==> src/rtl/si570_freq_sequencer.sv <==
// Walks the I2C front-end through the Si570 reprogramming op list:
// switch select, old-config readback, freeze, write, unfreeze, NewFreq.
module si570_freq_sequencer #(
  parameter logic [6:0] SWITCH_ADDR = 7'h70,
  parameter logic [6:0] SI570_ADDR  = 7'h55,
  parameter int         WAIT_LIMIT  = 100000
) (
  input  logic        clk,
  input  logic        resetn,
  input  logic        start,
  input  logic [7:0]  i_switch_chan,
  input  logic [47:0] i_new_cfg,
  output logic        busy,
  output logic        done,
  output logic        fault,
  output logic [1:0]  fault_code,
  output logic [3:0]  o_step,
  output logic [47:0] o_old_cfg,
  input  logic        fe_idle,
  input  logic [7:0]  fe_status,
  input  logic [31:0] fe_rx_data,
  output logic [6:0]  fe_dev_addr,
  output logic [1:0]  fe_reg_num_len,
  output logic [15:0] fe_reg_num,
  output logic [2:0]  fe_read_len,
  output logic        fe_read_strobe,
  output logic [31:0] fe_tx_data,
  output logic [2:0]  fe_write_len,
  output logic        fe_write_strobe
);
  localparam int WD_W = $clog2(WAIT_LIMIT + 1);

  typedef enum logic [2:0] {
    S_IDLE, S_ISSUE, S_SETTLE, S_WAIT, S_CHECK, S_DONE, S_FAULT
  } state_t;

  state_t           r_state;
  logic [7:0]       r_chan;
  logic [47:0]      r_cfg;
  logic [WD_W-1:0]  r_wd;

  logic [6:0]  w_dev;
  logic [1:0]  w_rnl;
  logic [15:0] w_reg;
  logic        w_rd;
  logic [2:0]  w_len;
  logic [31:0] w_data;
  logic        w_unused_ok;

  assign w_unused_ok = &{1'b0, fe_status[7:3], fe_status[0]};

  // Op table, indexed by the current step.
  always_comb begin
    w_dev  = SI570_ADDR;
    w_rnl  = 2'd1;
    w_reg  = 16'd0;
    w_rd   = 1'b0;
    w_len  = 3'd1;
    w_data = 32'h0;
    case (o_step)
      4'd0: begin w_dev = SWITCH_ADDR; w_rnl = 2'd0; w_data = {24'h0, r_chan}; end
      4'd1: begin w_reg = 16'd7;   w_rd = 1'b1; w_len = 3'd4; end
      4'd2: begin w_reg = 16'd11;  w_rd = 1'b1; w_len = 3'd2; end
      4'd3: begin w_reg = 16'd137; w_data = 32'h10; end
      4'd4: begin w_reg = 16'd7;   w_len = 3'd4; w_data = r_cfg[47:16]; end
      4'd5: begin w_reg = 16'd11;  w_len = 3'd2; w_data = {16'h0, r_cfg[15:0]}; end
      4'd6: begin w_reg = 16'd137; end
      4'd7: begin w_reg = 16'd135; w_data = 32'h40; end
      default: ;
    endcase
  end

  always_ff @(posedge clk or negedge resetn) begin
    if (!resetn) begin
      r_state         <= S_IDLE;
      r_chan          <= '0;
      r_cfg           <= '0;
      r_wd            <= '0;
      busy            <= 1'b0;
      done            <= 1'b0;
      fault           <= 1'b0;
      fault_code      <= 2'd0;
      o_step          <= 4'd0;
      o_old_cfg       <= '0;
      fe_dev_addr     <= '0;
      fe_reg_num_len  <= '0;
      fe_reg_num      <= '0;
      fe_read_len     <= '0;
      fe_read_strobe  <= 1'b0;
      fe_tx_data      <= '0;
      fe_write_len    <= '0;
      fe_write_strobe <= 1'b0;
    end else begin
      fe_read_strobe  <= 1'b0;
      fe_write_strobe <= 1'b0;
      done            <= 1'b0;
      case (r_state)
        S_IDLE: if (start) begin
          r_chan     <= i_switch_chan;
          r_cfg      <= i_new_cfg;
          fault      <= 1'b0;
          fault_code <= 2'd0;
          o_step     <= 4'd0;
          busy       <= 1'b1;
          r_state    <= S_ISSUE;
        end
        S_ISSUE: if (fe_idle) begin
          fe_dev_addr     <= w_dev;
          fe_reg_num_len  <= w_rnl;
          fe_reg_num      <= w_reg;
          fe_read_len     <= w_rd ? w_len : 3'd0;
          fe_write_len    <= w_rd ? 3'd0 : w_len;
          fe_tx_data      <= w_rd ? 32'h0 : w_data;
          fe_read_strobe  <= w_rd;
          fe_write_strobe <= !w_rd;
          r_wd            <= '0;
          r_state         <= S_SETTLE;
        end
        // Front-end may not have dropped idle yet; skip one sample.
        S_SETTLE: r_state <= S_WAIT;
        S_WAIT: begin
          if (fe_idle) begin
            r_state <= S_CHECK;
          end else if (r_wd == WD_W'(WAIT_LIMIT - 1)) begin
            fault      <= 1'b1;
            fault_code <= 2'd3;
            busy       <= 1'b0;
            r_state    <= S_FAULT;
          end else begin
            r_wd <= r_wd + 1'b1;
          end
        end
        S_CHECK: begin
          if (fe_status[1] || fe_status[2]) begin
            fault      <= 1'b1;
            fault_code <= fe_status[1] ? 2'd1 : 2'd2;
            busy       <= 1'b0;
            r_state    <= S_FAULT;
          end else begin
            if (o_step == 4'd1) o_old_cfg[47:16] <= fe_rx_data;
            if (o_step == 4'd2) o_old_cfg[15:0]  <= fe_rx_data[15:0];
            if (o_step == 4'd7) begin
              done    <= 1'b1;
              busy    <= 1'b0;
              r_state <= S_DONE;
            end else begin
              o_step  <= o_step + 4'd1;
              r_state <= S_ISSUE;
            end
          end
        end
        S_DONE:  r_state <= S_IDLE;
        S_FAULT: r_state <= S_IDLE;
        default: r_state <= S_IDLE;
      endcase
    end
  end
endmodule

==> config.mk <==
export PLATFORM = sky130hd
export DESIGN_NAME = si570_freq_sequencer
export DESIGN_NICKNAME = d
export VERILOG_FILES = /design/src/rtl/si570_freq_sequencer.sv
export SDC_FILE = /design/constraint.sdc
export NUM_CORES = 1
export LEC_CHECK = 0
export BUFFER_PORTS_ARGS = -buffer_cell sky130_fd_sc_hd__buf_2
export CAP_MARGIN = 20
export CORE_UTILIZATION = 45
export CTS_CLUSTER_SIZE = 30
export DETAILED_ROUTE_END_ITERATION = 6
export HOLD_SLACK_MARGIN = 0.1
export PLACE_DENSITY = 0.73
export SLEW_MARGIN = 30
export SYNTH_ARGS = -nofsm -noshare
export SYNTH_HDL_FRONTEND = slang
export SYNTH_SLANG_ARGS = --single-unit
export TNS_END_PERCENT = 50
==> constraint.sdc <==
create_clock -name clk -period 1.7 [get_ports clk]
set_input_delay 0.34 -clock clk [delete_from_list [all_inputs] [get_ports clk]]
set_output_delay 0.34 -clock clk [all_outputs]
set_load 0.02 [all_outputs]
# After elaboration in Yosys (flattened, before gate mapping)
# Index checks and enable logic that the tools add are counted.
[word_totals]
out_inout_bits = 122
regBits = 198
word_cells = 112
input_bits = 100
[op_classes]
n_reduce_logical = 20
addsub = 2
bitwise = 1
n_eq_ne = 22
mux = 48
[ops]
columns = ["op", "count"]
rows = [
  ["32-bit one-hot mux with 5 select lines", 1],
  ["17-bit two-way mux", 3],
  ["17-bit one-hot mux with 2 select lines", 1],
  ["32-bit two-way mux", 1],
  ["8-bit one-hot mux with 4 select lines", 1],
  ["3-bit two-way mux", 8],
  ["1-bit two-way mux", 18],
  ["17-bit by 1-bit adder with 17-bit output (second input constant)", 1],
  ["17-bit == test (second input constant)", 1],
  ["4-bit by 3-bit == test with 1-bit output (second input constant)", 4],
  ["2-bit inequality test (second input constant)", 8],
  ["3-bit one-hot mux with 5 select lines", 1],
  ["4-bit two-way mux", 3],
  ["2-bit two-way mux", 5],
  ["5-bit AND reduction", 2],
  ["3-bit AND reduction", 3],
  ["4-bit by 2-bit == test with 1-bit output (second input constant)", 2],
  ["4-bit one-hot mux with 2 select lines", 1],
  ["4-bit AND reduction", 2],
  ["2-bit OR reduction", 4],
  ["3-bit by 2-bit == test with 1-bit output (second input constant)", 2],
  ["6-bit two-way mux", 1],
  ["3-bit inequality test (second input constant)", 2],
  ["1-bit one-hot mux with 3 select lines", 2],
  ["other kinds (14)", 16],
]

# Logic depth before layout (Yosys ltp)
# Gate-level depths: netlist of the first run.
[logic_depth]
ltp_word = 6
ltp_mapped = 9
depth_no_buf = 6

# Worst setup path before layout of the first run
# Ideal clock, no wire load.
[synth_path]
path_kind = "flip-flop to flip-flop"
startpoint = "register o_step[1]"
endpoint = "register fe_tx_data[10]"
period_less_slack_ns = 1.972
path_buffers = 3
t_required_ns = 1.626
setup_slack_ns = -0.272
path_stages_with_launch = 10
arrival_time_ns = 1.898
setup_time_ns = 0.074
cell_sequence = "dfrtp_1 inv_1 ha_1 clkbuf_1 nor2_1 o32ai_1 or3_1 buf_6 buf_8 o21ai_2"
[synth_between]
elab_chain_cells = 4
word_cells_on_any_way = 11
classes_between = "eq/ne: 6; mux: 3; reduce/logical: 2"
[synth_lines]
columns = ["element", "line_no", "text"]
rows = [
  ["start: declaration", "17", "output logic [3:0] o_step,"],
  ["start signal: assignment", "147", "o_step <= o_step + 4'd1;"],
  ["4-bit by 1-bit == test with 1-bit output or 4-bit by 2-bit == test with 1-bit output (tied branches)", "60", "case (o_step)"],
  ["2-bit OR reduction (no line)", "--", ""],
  ["1-bit two-way mux", "60", ""],
  ["32-bit two-way mux (*)", "113", "fe_tx_data <= w_rd ? 32'h0 : w_data;"],
  ["end signal: assignment", "113", ""],
  ["end: declaration", "27", "output logic [31:0] fe_tx_data,"],
]
# Every way passes the cells marked *; elsewhere a longest branch is shown, timed or not.
# A chain may end at the register's enable or synchronous reset.

# Worst setup path in the final report of the first run
[layout_path]
startpoint = "register r_state[1]"
endpoint = "register o_old_cfg[6]"
[layout_between]
elab_chain_cells = 2
[layout_lines]
columns = ["element", "line_no", "text"]
rows = [
  ["start: declaration", "37", "state_t r_state;"],
  ["start signal: assignment", "75", "r_state <= S_IDLE;"],
  ["start signal: assignment", "105", "r_state <= S_ISSUE;"],
  ["start signal: assignment", "117", "r_state <= S_SETTLE;"],
  ["3-bit == test", "97", "case (r_state)"],
  ["3-bit AND reduction (no line)", "--", ""],
  ["end signal: assignment", "141", "if (o_step == 4'd2) o_old_cfg[15:0] <= fe_rx_data[15:0];"],
  ["end: declaration", "18", "output logic [47:0] o_old_cfg,"],
]
# No other way between the ends.

==> flow_metrics.tcl, run 1 <==
set metrics [dict create \
    fin_ws_ns -0.182 \
    fillers 1275 \
    coreArea_sq_um 16800 \
    whs_ns 0.131 \
    peakVddDrop_mv 0.861 \
    crit_arrival_ns 2.19 \
    leakage_uw 0.00549 \
    fin_area_sq_um 11000 \
    n_antenna_cell 0 \
    yosys-top-cells-area "dfrtp_1, mux2_2, mux2_1" \
    crit_path_cell_trace "or3b_4 > nor3_4 > buf_6 > nand3_4 > buf_12 > mux2_4" \
    finClkSkew_ns 0.0101 \
    cp_slowest_cell "or3b_4" \
    rows 47 \
    yosysUniqueCellTypes 58 \
    drc 0 \
    rsz0062_at_grt "true" \
    synthFlopType "dfrtp_1" \
    place_area_sq_um 9640 \
    final_max_slew_viol_count 0 \
    async_flop_share_pct 100 \
    post_synth.cell_area_avg_sq_um 12.1 \
    drive_gt1_share_pct 54.8 \
    p_per_area_nw_per_um2 1500 \
    ys_ff_latch 181 \
    worst_skew_pair.late_latency_ns 0.43 \
    worstReg2RegStart "r_state[1]" \
    drtPass1Iterations 5 \
    pwr-share-seq_pct 37.8 \
    finalHoldViolCount 0 \
    hold_class "input port to flip-flop" \
    ioPinCount 222 \
    fin_tns_setup_ns -10.77 \
    wire_per_inst_um 17.2 \
    initial_utilization_pct 46.6 \
    crit_start "r_state[1]" \
    htreeDepth 4 \
    cts_tree "built" \
    synth_edf_count 0 \
    io_buffers 201 \
    place.gp.congestion 0.797 \
    endpoint_kind "flip-flop" \
    fmax_mhz 531 \
    power_frac_clock_pct 26.6 \
    startpoint_type "flip-flop" \
    grt.total_usage_pct 22.2 \
    initialDrtViolationCount 352 \
    grt_pass1_wl_mm 30.9 \
    synth_top_area_share_pct 57.8 \
    die_h_um 134 \
    final_antenna_net_count 0 \
    period_needed_ns 1.88 \
    synth_area_leader_cell "dfrtp_1" \
    grt_max_degree 55 \
    clock_sinks 181 \
    period_share_pct 111 \
    crit_path_max_fanout 16 \
    die_w_um 134 \
    combPwrFrac_pct 35.6 \
    dp_hpwl_mm 12.9 \
    min-delay-start "fe_rx_data[16]" \
    synth_cells 647 \
    die_area_sq_um 18000 \
    yosysMostFrequentCell "dfrtp_1" \
    setup_violations 109 \
    finalNetCount 1021 \
    maxCapViolCount 0 \
    cp_slowest_stage_delay_ns 0.44 \
    intPower_uw 11000 \
    dpl_worst_slack_ns -0.255 \
    clkTransAtPathRegs_ns 0.07 \
    ys_warn_count 0 \
    synthTopCellsByCount "dfrtp_1, nand2_1, mux2_2" \
    clock_path_buffers 2 \
    syn_area_sq_um 7840 \
    grt-ovfl-total 0 \
    path_class "flip-flop to flip-flop" \
    synth-seq-area-share_pct 57.8 \
    grt_pass1_vias 6018 \
    power.switching_uw 5450 \
    cts_made_buffers 17 \
    violations "negative setup slack" \
    root_buffer "clkbuf_16" \
    cp.required_ns 2.01 \
    status "finished with violations" \
    vias 5987 \
    p_sw_share_pct 33.0 \
    routed_wl_mm 19.8 \
    vias_per_cell 5.21 \
    area_delta_synth_final_pct 40.1 \
    antenna_found_initial 0 \
]
==> sequential cells by signal, summed over array words and instances, names as in the netlist <==
signal and count:
fault 1, fe_reg_num 5, r_cfg 48, r_chan 8
fe_write_len 3, fe_dev_addr 3, fe_write_strobe 1, busy 1
r_wd 17, fe_read_len 3, done 1, o_step 4
r_state 3, fe_tx_data 32, o_old_cfg 48, fault_code 2
fe_read_strobe 1
==> metrics by stage <==
stage,std cells,total power (uW),utilization [%]
finish,1149,16500,65.3
global route,1149,17400,65.3
CTS,1143,16100,63.0
global placement,1102,11100,57.3
floorplan,660,9380,-
detailed placement,1102,11300,57.3
==> cell type report <==
cell class	count	area (sq um)	area share (%)
multi-input combinational	422	3520	32.0
clock buffer	19	443	4.03
sequential	181	4530	41.3
inverter	5	21.3	0.194
clock inverter	13	218	1.98
tap	220	275	2.51
timing repair buffer	289	1980	18.0
==> layer usage <==
| metal | vias up | routed length [um] | track usage, % |
|---|---|---|---|
| li1 | 2775 | - | - |
| met1 | 2958 | 8040 | 27.1 |
| met2 | 217 | 10000 | 38.0 |
| met3 | 37 | 1340 | 5.86 |
| met4 | 0 | 379 | 7.80 |
| met5 | - | 0 | 0 |
==> power by group through the flow <==
stage / Combinational [uW] / Clock (uW) / Sequential [uW]
floorplan: 2690 / 0 / 6690
global placement: 4920 / 0 / 6200
detailed placement: 5050 / 0 / 6270
CTS: 5410 / 4490 / 6200
global route: 6320 / 4660 / 6370
finish: 5870 / 4400 / 6240
==> path summary, 6_finish.rpt <==
path | to | slack [ns] | cells after the start
worst max register to register | o_old_cfg[6] | -0.18 | 6
max in group asynchronous | r_cfg[42] | 0.73 | 3
min in group asynchronous | r_cfg[17] | 0.36 | 2
worst max-delay path | o_old_cfg[6] | -0.18 | 6
worst min register to register | fe_tx_data[26] | 0.48 | 2
worst min-delay path | o_old_cfg[32] | 0.13 | 2
==> cell usage in the layout, fill, tap and decap left out, drive strengths merged, types with 2 or more instances in the layout <==
cell type and count:
buf 287, dfrtp 181, mux2 111, nand2 77, o21ai 63, nor2 33, clkbuf 20, a21oi 20
conb 14, nand3 13, o31ai 10, nor3 10, a22oi 9, inv 9, mux2i 6, bufinv 5
nand2b 5, ha 5, and2 4, a31oi 4, nor2b 4, or3 3, nor4 3, nand4 3
clkinv 3, xor2 2, a31o 2, nand3b 2, o22ai 2
==> critical path: cells and delay by family, from the launching register on <==
family,cells,cell delay (ns)
buf+inv,2,0.31
flops,1,0.39
mux,1,0.31
simple gates,3,0.73
==> what timing repair did <==
action	4_1_cts	5_1_grt
gates resized for setup	69	69
pin swaps	17	24
endpoints found under the hold margin	28	0
setup buffers	6	5
cloned	2	1
hold buffers	1	0
endpoints found under the setup margin	137	146
==> logic make-up (layout without fill, tap and decap cells) <==
family / Yosys count / in the layout / share of synthesized area (%)
multiplexers: 117 / 117 / 17.2
AND/OR/NAND/NOR: 163 / 163 / 10.0
other: 1 / 14 / 0.0478
XOR/XNOR: 3 / 3 / 0.335
buffers and inverters: 57 / 326 / 4.50
adder cells (fa/ha/maj): 5 / 5 / 0.798
AO/OA/AOI/OAI: 120 / 120 / 9.38
flip-flops: 181 / 181 / 57.8
(Power assumes the default switching activity.)
==> run 2: changes to the inputs <==
- PLACE_DENSITY: 0.73 -> not set
- PLACE_DENSITY_LB_ADDON: not set -> 0.05
- SETUP_SLACK_MARGIN: not set -> 0.2
==> flow_metrics.tcl, run 2 (same netlist as run 1, synthesis figures left out) <==
set metrics [dict create \
    leakage_uw 0.00554 \
    power_frac_clock_pct 23.1 \
    dp_cells 1102 \
    drive_gt1_share_pct 54.7 \
    status "finished with violations" \
    place.gp.congestion 0.819 \
    fmax_mhz 540 \
    fin_area_sq_um 11000 \
    crit_arrival_ns 2.16 \
    intPower_uw 10700 \
    grt-ovfl-total 0 \
    ioPinCount 222 \
    htreeDepth 4 \
    combPwrFrac_pct 38.4 \
    crit_start "r_state[2]" \
    initial_utilization_pct 46.6 \
    drtPass1Iterations 4 \
    cts_made_buffers 17 \
    fin_ws_ns -0.152 \
    clkTransAtPathRegs_ns 0.07 \
    pwr-share-seq_pct 38.5 \
    final_antenna_net_count 0 \
    met1_usage_pct 27.2 \
    routed_wl_mm 19.6 \
    worst_skew_pair.late_latency_ns 0.42 \
    vias_per_cell 5.13 \
    die_w_um 134 \
    die_h_um 134 \
    worst_slew_pin_slew_ns 0.515 \
    io_buffers 201 \
    final_cell_mix "buf_2, dfrtp_1, nand2_1, mux2_2, buf_4" \
    grt_use_met2_pct 38.0 \
    slew_headroom_pct 65.4 \
    worstReg2RegStart "r_state[2]" \
    p_per_area_nw_per_um2 1470 \
    startpoint_type "flip-flop" \
    die_area_sq_um 18000 \
    finClkSkew_ns 0.00655 \
    path_class "flip-flop to flip-flop" \
    stdcell_count 1153 \
    drc 0 \
    root_buffer "clkbuf_16" \
    hold_class "input port to flip-flop" \
    clock_path_buffers 2 \
    area_delta_synth_final_pct 40.2 \
    rsz0062_at_grt "true" \
    top_regs "o_old_cfg: 48 flops, r_cfg: 48 flops, fe_tx_data: 32 flops" \
    worst_r2r_endpoint "o_old_cfg[18]" \
    power.switching_uw 5470 \
    crit_path_max_fanout 16 \
    r2r_slack_ns -0.15 \
    wire_per_inst_um 17.0 \
    vias 5917 \
    rows 47 \
    min_path_cells 2 \
    period_needed_ns 1.85 \
    cp.required_ns 2.01 \
    dp_hpwl_mm 13.5 \
    cts_tree "built" \
    clock_sinks 181 \
    p_sw_share_pct 33.8 \
    min-delay-start "i_new_cfg[5]" \
    antenna_found_initial 0 \
    min_to "r_cfg[5]" \
    violations "negative setup slack" \
    grt_max_degree 45 \
    peakVddDrop_mv 0.839 \
    maxCapViolCount 0 \
    layout_commonest_cell "buf_2" \
    initialDrtViolationCount 228 \
    gr-max-usage-layer "met2" \
    grt.total_usage_pct 22.2 \
    grt_pass1_wl_mm 31.4 \
    period_share_pct 109 \
    n_antenna_cell 0 \
    setup_violations 170 \
    grt_pass1_vias 6217 \
    endpoint_kind "flip-flop" \
    grt_use_met3_pct 5.22 \
    reg2regPathDepth 5 \
    final_max_slew_viol_count 0 \
    coreArea_sq_um 16800 \
    finalHoldViolCount 0 \
    finalNetCount 1025 \
    place_area_sq_um 9750 \
]
==> run 2: stage by stage <==
stage	util, %	setup TNS [ns]	setup slack (ns)	hold WS [ns]	total power [uW]
global route	65.4	-24.28	-0.209	0.128	17100
floorplan	-	-8.21	-0.163	0.0444	9510
detailed placement	58.0	-9.22	-0.189	0.283	11400
CTS	63.7	-8.09	-0.141	0.126	15900
finish	65.4	-13.48	-0.152	0.143	16200
global placement	58.0	-7.84	-0.150	0.285	11200
==> run 2: cell type report <==
cell class,instances,area (sq um)
multi-input cells,422,3500
repair buffers,293,2100
clock inverters,14,126
well taps,220,275
flip-flops and latches,181,4530
clock buffers,18,429
fillers,1312,5830
inverters,5,23.8
==> run 2: repair_timing <==
action                                  in CTS  in global routing
setup buffers                                9                  2
resized for setup                           74                 44
endpoints found under the setup margin     181                184
endpoints found under the hold margin       32                  0
cloned                                       3                  4
pin swaps                                    7                  9
hold buffers                                 1                  0
==> run 2: metal layers <==
layer / vias to the layer above / part of all wire [%]
met2: 172 / 51
met3: 31 / 5.1
li1: 2783 / -
met4: 0 / 2.2
met5: - / 0
met1: 2931 / 42
==> run 2: how the worst max path moves through the flow <==
stage          slack (ns)             to
2_1_floorplan       -0.16  o_old_cfg[10]
3_3_place_gp        -0.15        r_wd[0]
3_5_place_dp        -0.19  fault_code[1]
4_1_cts             -0.14  fault_code[1]
5_1_grt             -0.21  fault_code[1]
6_report            -0.15  o_old_cfg[18]
==> run 2: worst max-delay path, stage by stage, from the launching register on <==
cell	delay [ns]
dfrtp_1	0.40
or3b_4	0.42
nor3_4	0.23
nand3_4	0.15
clkbuf_16	0.23
mux2_4	0.31
==> run 2: power groups by stage <==
stage | clock [uW] | sequential [uW] | combinational (uW)
after global placement | 0 | 6190 | 4960
after global routing | 3970 | 6380 | 6690
after detailed placement | 0 | 6270 | 5120
final | 3740 | 6230 | 6210
after floorplan | 0 | 6690 | 2820
after CTS | 3820 | 6210 | 5890
